## src/rtl/cac_seq_decoder_if.sv

```systemverilog
// Handshake and weight-configuration bundle for the FNS CAC decoder.
// The slave modport is the decoder side; the master modport is the link/consumer side.
interface cac_seq_decoder_if #(
    parameter int CW = 7,
    parameter int WW = 6,
    parameter int DW = 8,
    parameter int AW = 3
);
    logic          in_valid;
    logic          in_ready;
    logic [CW-1:0] in_code;
    logic          out_valid;
    logic          out_ready;
    logic [DW-1:0] out_data;
    logic          out_ovf;
    logic          cfg_we;
    logic [AW-1:0] cfg_addr;
    logic [WW-1:0] cfg_wdata;
    logic          cfg_err;

    modport slave (
        input  in_valid, in_code, out_ready, cfg_we, cfg_addr, cfg_wdata,
        output in_ready, out_valid, out_data, out_ovf, cfg_err
    );

    modport master (
        output in_valid, in_code, out_ready, cfg_we, cfg_addr, cfg_wdata,
        input  in_ready, out_valid, out_data, out_ovf, cfg_err
    );
endinterface

```

## src/rtl/cac_seq_decoder.sv

```systemverilog
// Sequential FNS CAC decoder: sums runtime-configurable weights of the set code bits,
// one bit per cycle through a single shared adder, MSB first.
module cac_seq_decoder #(
    parameter int CW = 7,
    parameter int WW = 6,
    parameter int DW = 8,
    parameter int AW = 3
) (
    input  logic                clk,
    input  logic                rst_n,
    cac_seq_decoder_if.slave    bus
);

    typedef enum logic [1:0] {IDLE, RUN, DONE} state_t;

    localparam logic [AW:0] CW_A = (AW+1)'(CW);

    state_t        state, state_nxt;
    logic [CW-1:0] code;
    logic [DW-1:0] acc;
    logic          ovf;
    logic          drain;
    logic [AW-1:0] idx;
    logic [WW-1:0] w [CW];
    logic [DW:0]   sum;
    logic          accept;
    logic          cfg_ok;

    function automatic logic [WW-1:0] fib_weight(input int n);
        int a;
        int b;
        int t;
        a = 1;
        b = 1;
        for (int k = 2; k <= n; k++) begin
            t = a + b;
            a = b;
            b = t;
        end
        return WW'(b);
    endfunction

    assign accept = bus.in_valid && (state == IDLE);
    assign sum    = {1'b0, acc} + (DW+1)'(w[idx]);
    // Entries 0 and 1 are fixed at 1, and the table is frozen while a codeword is in flight.
    assign cfg_ok = (state == IDLE) && (bus.cfg_addr > AW'(1)) && ({1'b0, bus.cfg_addr} < CW_A);

    always_ff @(posedge clk) begin
        if (!rst_n) state <= IDLE;
        else        state <= state_nxt;
    end

    always_comb begin
        state_nxt     = state;
        bus.in_ready  = 1'b0;
        bus.out_valid = 1'b0;
        case (state)
            IDLE: begin
                bus.in_ready = 1'b1;
                if (bus.in_valid) state_nxt = RUN;
            end
            RUN: begin
                if (drain) state_nxt = DONE;
            end
            DONE: begin
                bus.out_valid = 1'b1;
                if (bus.out_ready) state_nxt = IDLE;
            end
            default: state_nxt = IDLE;
        endcase
    end

    // After the last bit is summed, one more RUN cycle copies acc/ovf into the output registers.
    always_ff @(posedge clk) begin
        if (!rst_n) begin
            code         <= '0;
            acc          <= '0;
            ovf          <= 1'b0;
            drain        <= 1'b0;
            idx          <= '0;
            bus.out_data <= '0;
            bus.out_ovf  <= 1'b0;
            bus.cfg_err  <= 1'b0;
            for (int i = 0; i < CW; i++) w[i] <= fib_weight(i);
        end else begin
            bus.cfg_err <= bus.cfg_we && !cfg_ok;
            if (bus.cfg_we && cfg_ok) w[bus.cfg_addr] <= bus.cfg_wdata;

            if (accept) begin
                code  <= bus.in_code;
                acc   <= '0;
                ovf   <= 1'b0;
                drain <= 1'b0;
                idx   <= AW'(CW - 1);
            end else if (state == RUN && !drain) begin
                if (code[idx]) begin
                    acc <= sum[DW-1:0];
                    if (sum[DW]) ovf <= 1'b1;
                end
                if (idx == '0) drain <= 1'b1;
                else           idx   <= idx - 1'b1;
            end else if (state == RUN && drain) begin
                bus.out_data <= acc;
                bus.out_ovf  <= ovf;
            end
        end
    end

endmodule

```

## src/flat_wrapper.sv

```systemverilog
// flat-port wrapper written by rule: the top's interface ports become plain ports
module cac_seq_decoder_flat 
#(
    parameter int CW = 7,
    parameter int WW = 6,
    parameter int DW = 8,
    parameter int AW = 3
)
  (clk, rst_n, bus_in_valid, bus_in_code, bus_out_ready, bus_cfg_we, bus_cfg_addr, bus_cfg_wdata, bus_in_ready, bus_out_valid, bus_out_data, bus_out_ovf, bus_cfg_err);
  cac_seq_decoder_if #(.CW(CW), .WW(WW), .DW(DW), .AW(AW)) bus_i ();
  input  logic clk;
  input  logic rst_n;
  input wire logic [$bits(bus_i.in_valid)-1:0] bus_in_valid;
  input wire logic [$bits(bus_i.in_code)-1:0] bus_in_code;
  input wire logic [$bits(bus_i.out_ready)-1:0] bus_out_ready;
  input wire logic [$bits(bus_i.cfg_we)-1:0] bus_cfg_we;
  input wire logic [$bits(bus_i.cfg_addr)-1:0] bus_cfg_addr;
  input wire logic [$bits(bus_i.cfg_wdata)-1:0] bus_cfg_wdata;
  output wire logic [$bits(bus_i.in_ready)-1:0] bus_in_ready;
  output wire logic [$bits(bus_i.out_valid)-1:0] bus_out_valid;
  output wire logic [$bits(bus_i.out_data)-1:0] bus_out_data;
  output wire logic [$bits(bus_i.out_ovf)-1:0] bus_out_ovf;
  output wire logic [$bits(bus_i.cfg_err)-1:0] bus_cfg_err;
  assign bus_i.in_valid = bus_in_valid;
  assign bus_i.in_code = bus_in_code;
  assign bus_i.out_ready = bus_out_ready;
  assign bus_i.cfg_we = bus_cfg_we;
  assign bus_i.cfg_addr = bus_cfg_addr;
  assign bus_i.cfg_wdata = bus_cfg_wdata;
  assign bus_in_ready = bus_i.in_ready;
  assign bus_out_valid = bus_i.out_valid;
  assign bus_out_data = bus_i.out_data;
  assign bus_out_ovf = bus_i.out_ovf;
  assign bus_cfg_err = bus_i.cfg_err;
  cac_seq_decoder #(.CW(CW), .WW(WW), .DW(DW), .AW(AW)) u_core (.clk(clk), .rst_n(rst_n), .bus(bus_i));
endmodule
```

## config.mk

```make
export PLATFORM = sky130hd
export DESIGN_NAME = cac_seq_decoder_flat
export DESIGN_NICKNAME = d
export VERILOG_FILES = /design/src/rtl/cac_seq_decoder_if.sv /design/src/rtl/cac_seq_decoder.sv /design/src/flat_wrapper.sv
export SDC_FILE = /design/constraint.sdc
export NUM_CORES = 1
export LEC_CHECK = 0
export CAP_MARGIN = 10
export CORE_ASPECT_RATIO = 1.75
export CORE_MARGIN = 2
export CORE_UTILIZATION = 50
export CTS_CLUSTER_SIZE = 14
export DETAILED_ROUTE_END_ITERATION = 12
export PLACE_DENSITY = 0.75
export SLEW_MARGIN = 20
export SYNTH_ARGS = -nofsm -noshare
export SYNTH_HDL_FRONTEND = slang
export SYNTH_SLANG_ARGS = --single-unit
```

## constraint.sdc

```tcl
create_clock -name clk -period 3.21 [get_ports clk]
set_clock_uncertainty 0.15 [all_clocks]
set_input_delay 0.642 -clock clk [delete_from_list [all_inputs] [get_ports clk]]
set_output_delay 0.642 -clock clk [all_outputs]
set_load 0.005 [all_outputs]
```

==> results.yml <==
power_and_ir_drop:
  clkPwrFrac_pct: 43.3
  p_leak_nw: 1.739
  p_sw_share_pct: 22.40
  pwr-share-comb_pct: 10.3
  seq_power_share_pct: 46.4
  p_per_area_nw_per_um2: 561.5
  power_mw: 2.485
  p_switching_uw: 556.6
  intPower_mw: 1.928
  ir_drop_v: 0.0003112
cells_and_area:
  multi_input_area_um2: 1549
  final_common_cell: "nand2_1"
  register_area_um2: 2023
  fillers: 577
  antennaDiodeCount: 0
  area_delta_synth_final_pct: 22.81
  drive_above_1_share_pct: 10.46
  final_nets: 398
  most-common-layout-cells: "44 x nand2_1, 42 x edfxtp_1, 37 x dfxtp_1"
logic_synthesis:
  synth_cell_types: 45
  synth_area_um2: 3603
  synth_edf_count: 42
  ys.flop_type: "edfxtp_1"
  syn_inst: 312
  yosys_warnings: 0
  synth-seq-area-share_pct: 56.11
  async_flop_share_pct: 0
  ys_ff_latch: 80
  synth_area_per_cell_um2: 11.55
die:
  ios: 33
  core_area_um2: 7079
  die_y_um: 116.3
  num_rows: 41
  die_x_um: 68.18
  start_util_pct: 50.90
  die_area_um2: 7929
clock_network:
  cts-htree-levels: 3
  cts_root_buffer: "clkbuf_16"
  cts_buffer_depth: 2
  clk_pin_slew_ns: 0.06
  clock-sinks: 80
  clock_latency_ns: 0.34
  cts_tree: "yes"
  cts-hold-fix-buffers: 0
  cts_made_buffers: 9
timing:
  holdWs_ns: 0.3048
  setup_ws_ns: 0.2921
  setup_viol: 0
  post-route-period-util_pct: 90.90
  post-route-min-period_ns: 2.918
  drv_slew: 0
  slew_headroom_pct: 60.65
  hold_viol_final: 0
  setup_tns_ns: 0
  fmax_mhz: 342.7
  rsz0062_at_grt: "no"
  tightestPinTransition_ns: 0.5894
routing:
  firstDrtPassIters: 4
  route.final.wire_length_um: 7347
  wl_per_cell_um: 16.01
  routed-via-count: 2496
  vias_per_cell: 5.438
  remaining_drc_errors: 0
  drt-initial-drc-count: 156
  drt.antenna.violating_nets: 0
global_routing:
  grt_overflow_total: 0
  grt_pass1_vias: 2443
  grt_pass1_wl_um: 11880
  antenna_found_initial: 0
  grt_use_total_pct: 21.02
  grt_max_degree: 31
setup_path:
  reg2reg_slack_ns: 0.29
  path_class: "reg -> reg"
  cp.arrival_ns: 2.99
  cp_data_required_time_ns: 3.29
  cp-end-kind: "flop"
  worstPathMaxFanout: 13
  critPathLaunchType: "flop"
placed_design:
  dp_slack_ns: 0.1952
  place.gp.congestion: 0.8969
  dp_hpwl_um: 5506
  io_buffers: 32
run:
  cap_viol_max_count: 0
min_path:
  min_path_type: "reg -> reg"
run_status:
  status: "completed"
repair_timing:
| action | 4_1_cts | 5_1_grt |
|---|---|---|
| resized for setup | 0 | 1 |
| hold endpoints to repair | 0 | 0 |
| setup buffers | 0 | 0 |
| endpoints found under the setup margin | 0 | 1 |
per-layer routing:
metal  vias up  GRT usage [%]  wire length (um)
met5         -              0                 0
met4         0          11.07               267
met3        18          3.757               249
met2        63          37.86              4093
met1      1193          22.57              2735
li1       1222              -                 -
logic make-up after synthesis:
kind of cell / synth area share, %
AND/OR/NAND/NOR: 16.84
flip-flops: 56.11
AO/OA/AOI/OAI: 7.291
multiplexers: 12.43
buffers and inverters: 2.569
adder cells (fa/ha/maj): 3.333
XOR/XNOR: 1.215
other: 0.2084
critical path: stages, from the launching register on:
cell and delay (ns):
dfxtp_1 0.63, mux4_2 0.39, nand2_1 0.09, nand2_1 0.06, ha_1 0.22, fa_1 0.43, a211oi_1 0.25, o21bai_1 0.10
a21oi_1 0.24, nor3_1 0.09, o21a_1 0.17
power groups by stage:
stage / Combinational, mW / Clock [mW] / Sequential, mW
CTS: 0.257 / 1.09 / 1.15
global placement: 0.247 / 0 / 1.17
finish: 0.257 / 1.08 / 1.15
global route: 0.282 / 1.13 / 1.16
detailed placement: 0.255 / 0 / 1.17
floorplan: 0.184 / 0 / 1.15
Yosys cell counts, types with 2 or more instances:
library cell  instances  area [um^2]
conb_1                2        7.510
mux4_2                9        202.7
o21a_1                2        15.01
and2_1               14        87.58
nor2_1               18        67.56
o31ai_1               2        15.01
inv_1                 4        15.01
nand2b_1             11        68.82
nor2b_1               4        25.02
nor3_1                2        10.01
o21ai_0               6        30.03
buf_6                 2        22.52
nand2_1              44        165.2
a21o_1                2        15.01
mux4_1                4        105.1
ha_1                  8        100.1
edfxtp_1             42         1261
a21oi_1              28        140.1
mux2i_1              14        140.1
a211oi_1              2        15.01
dfxtp_1              38        760.7
clkbuf_1              9        33.78
buf_2                 2        10.01
and3_1                5        31.28
xnor2_1               4        35.03
nand3_1              15        75.07
final timing paths:
check / start / endpoint / depth (start not counted)
worst min-delay path: u_core.bus.out_ovf / u_core.bus.out_ovf / 2
worst max-delay path: u_core.idx[1] / u_core.ovf / 10
worst min register to register: u_core.bus.out_ovf / u_core.bus.out_ovf / 2
worst max register to register: u_core.idx[1] / u_core.ovf / 10
area by class of cell:
class	count	share of cell area (%)
Clock inverter	6	2.064
Tap cell	86	2.431
Timing Repair Buffer	43	9.104
Sequential cell	80	45.72
Clock buffer	10	5.174
Multi-Input combinational cell	228	35.00
Inverter	6	0.5089
metrics by stage:
step / std cells / utilization (%) / instance area [um^2]
after global placement: 443 / 57.97 / 4104
after global routing: 459 / 62.51 / 4425
after detailed placement: 443 / 57.97 / 4104
after floorplan: 328 / - / 3664
final: 459 / 62.51 / 4425
after CTS: 459 / 62.50 / 4424
flip-flops by register name, indices dropped and copies added, names as in the netlist:
register             flops
u_core.w                48
u_core.idx               3
u_core.code              7
u_core.bus.cfg_err       1
u_core.drain             1
u_core.bus.out_ovf       1
u_core.acc               8
u_core.state             2
u_core.ovf               1
u_core.bus.out_data      8
Note: power is estimated with default switching activity, not from simulation.
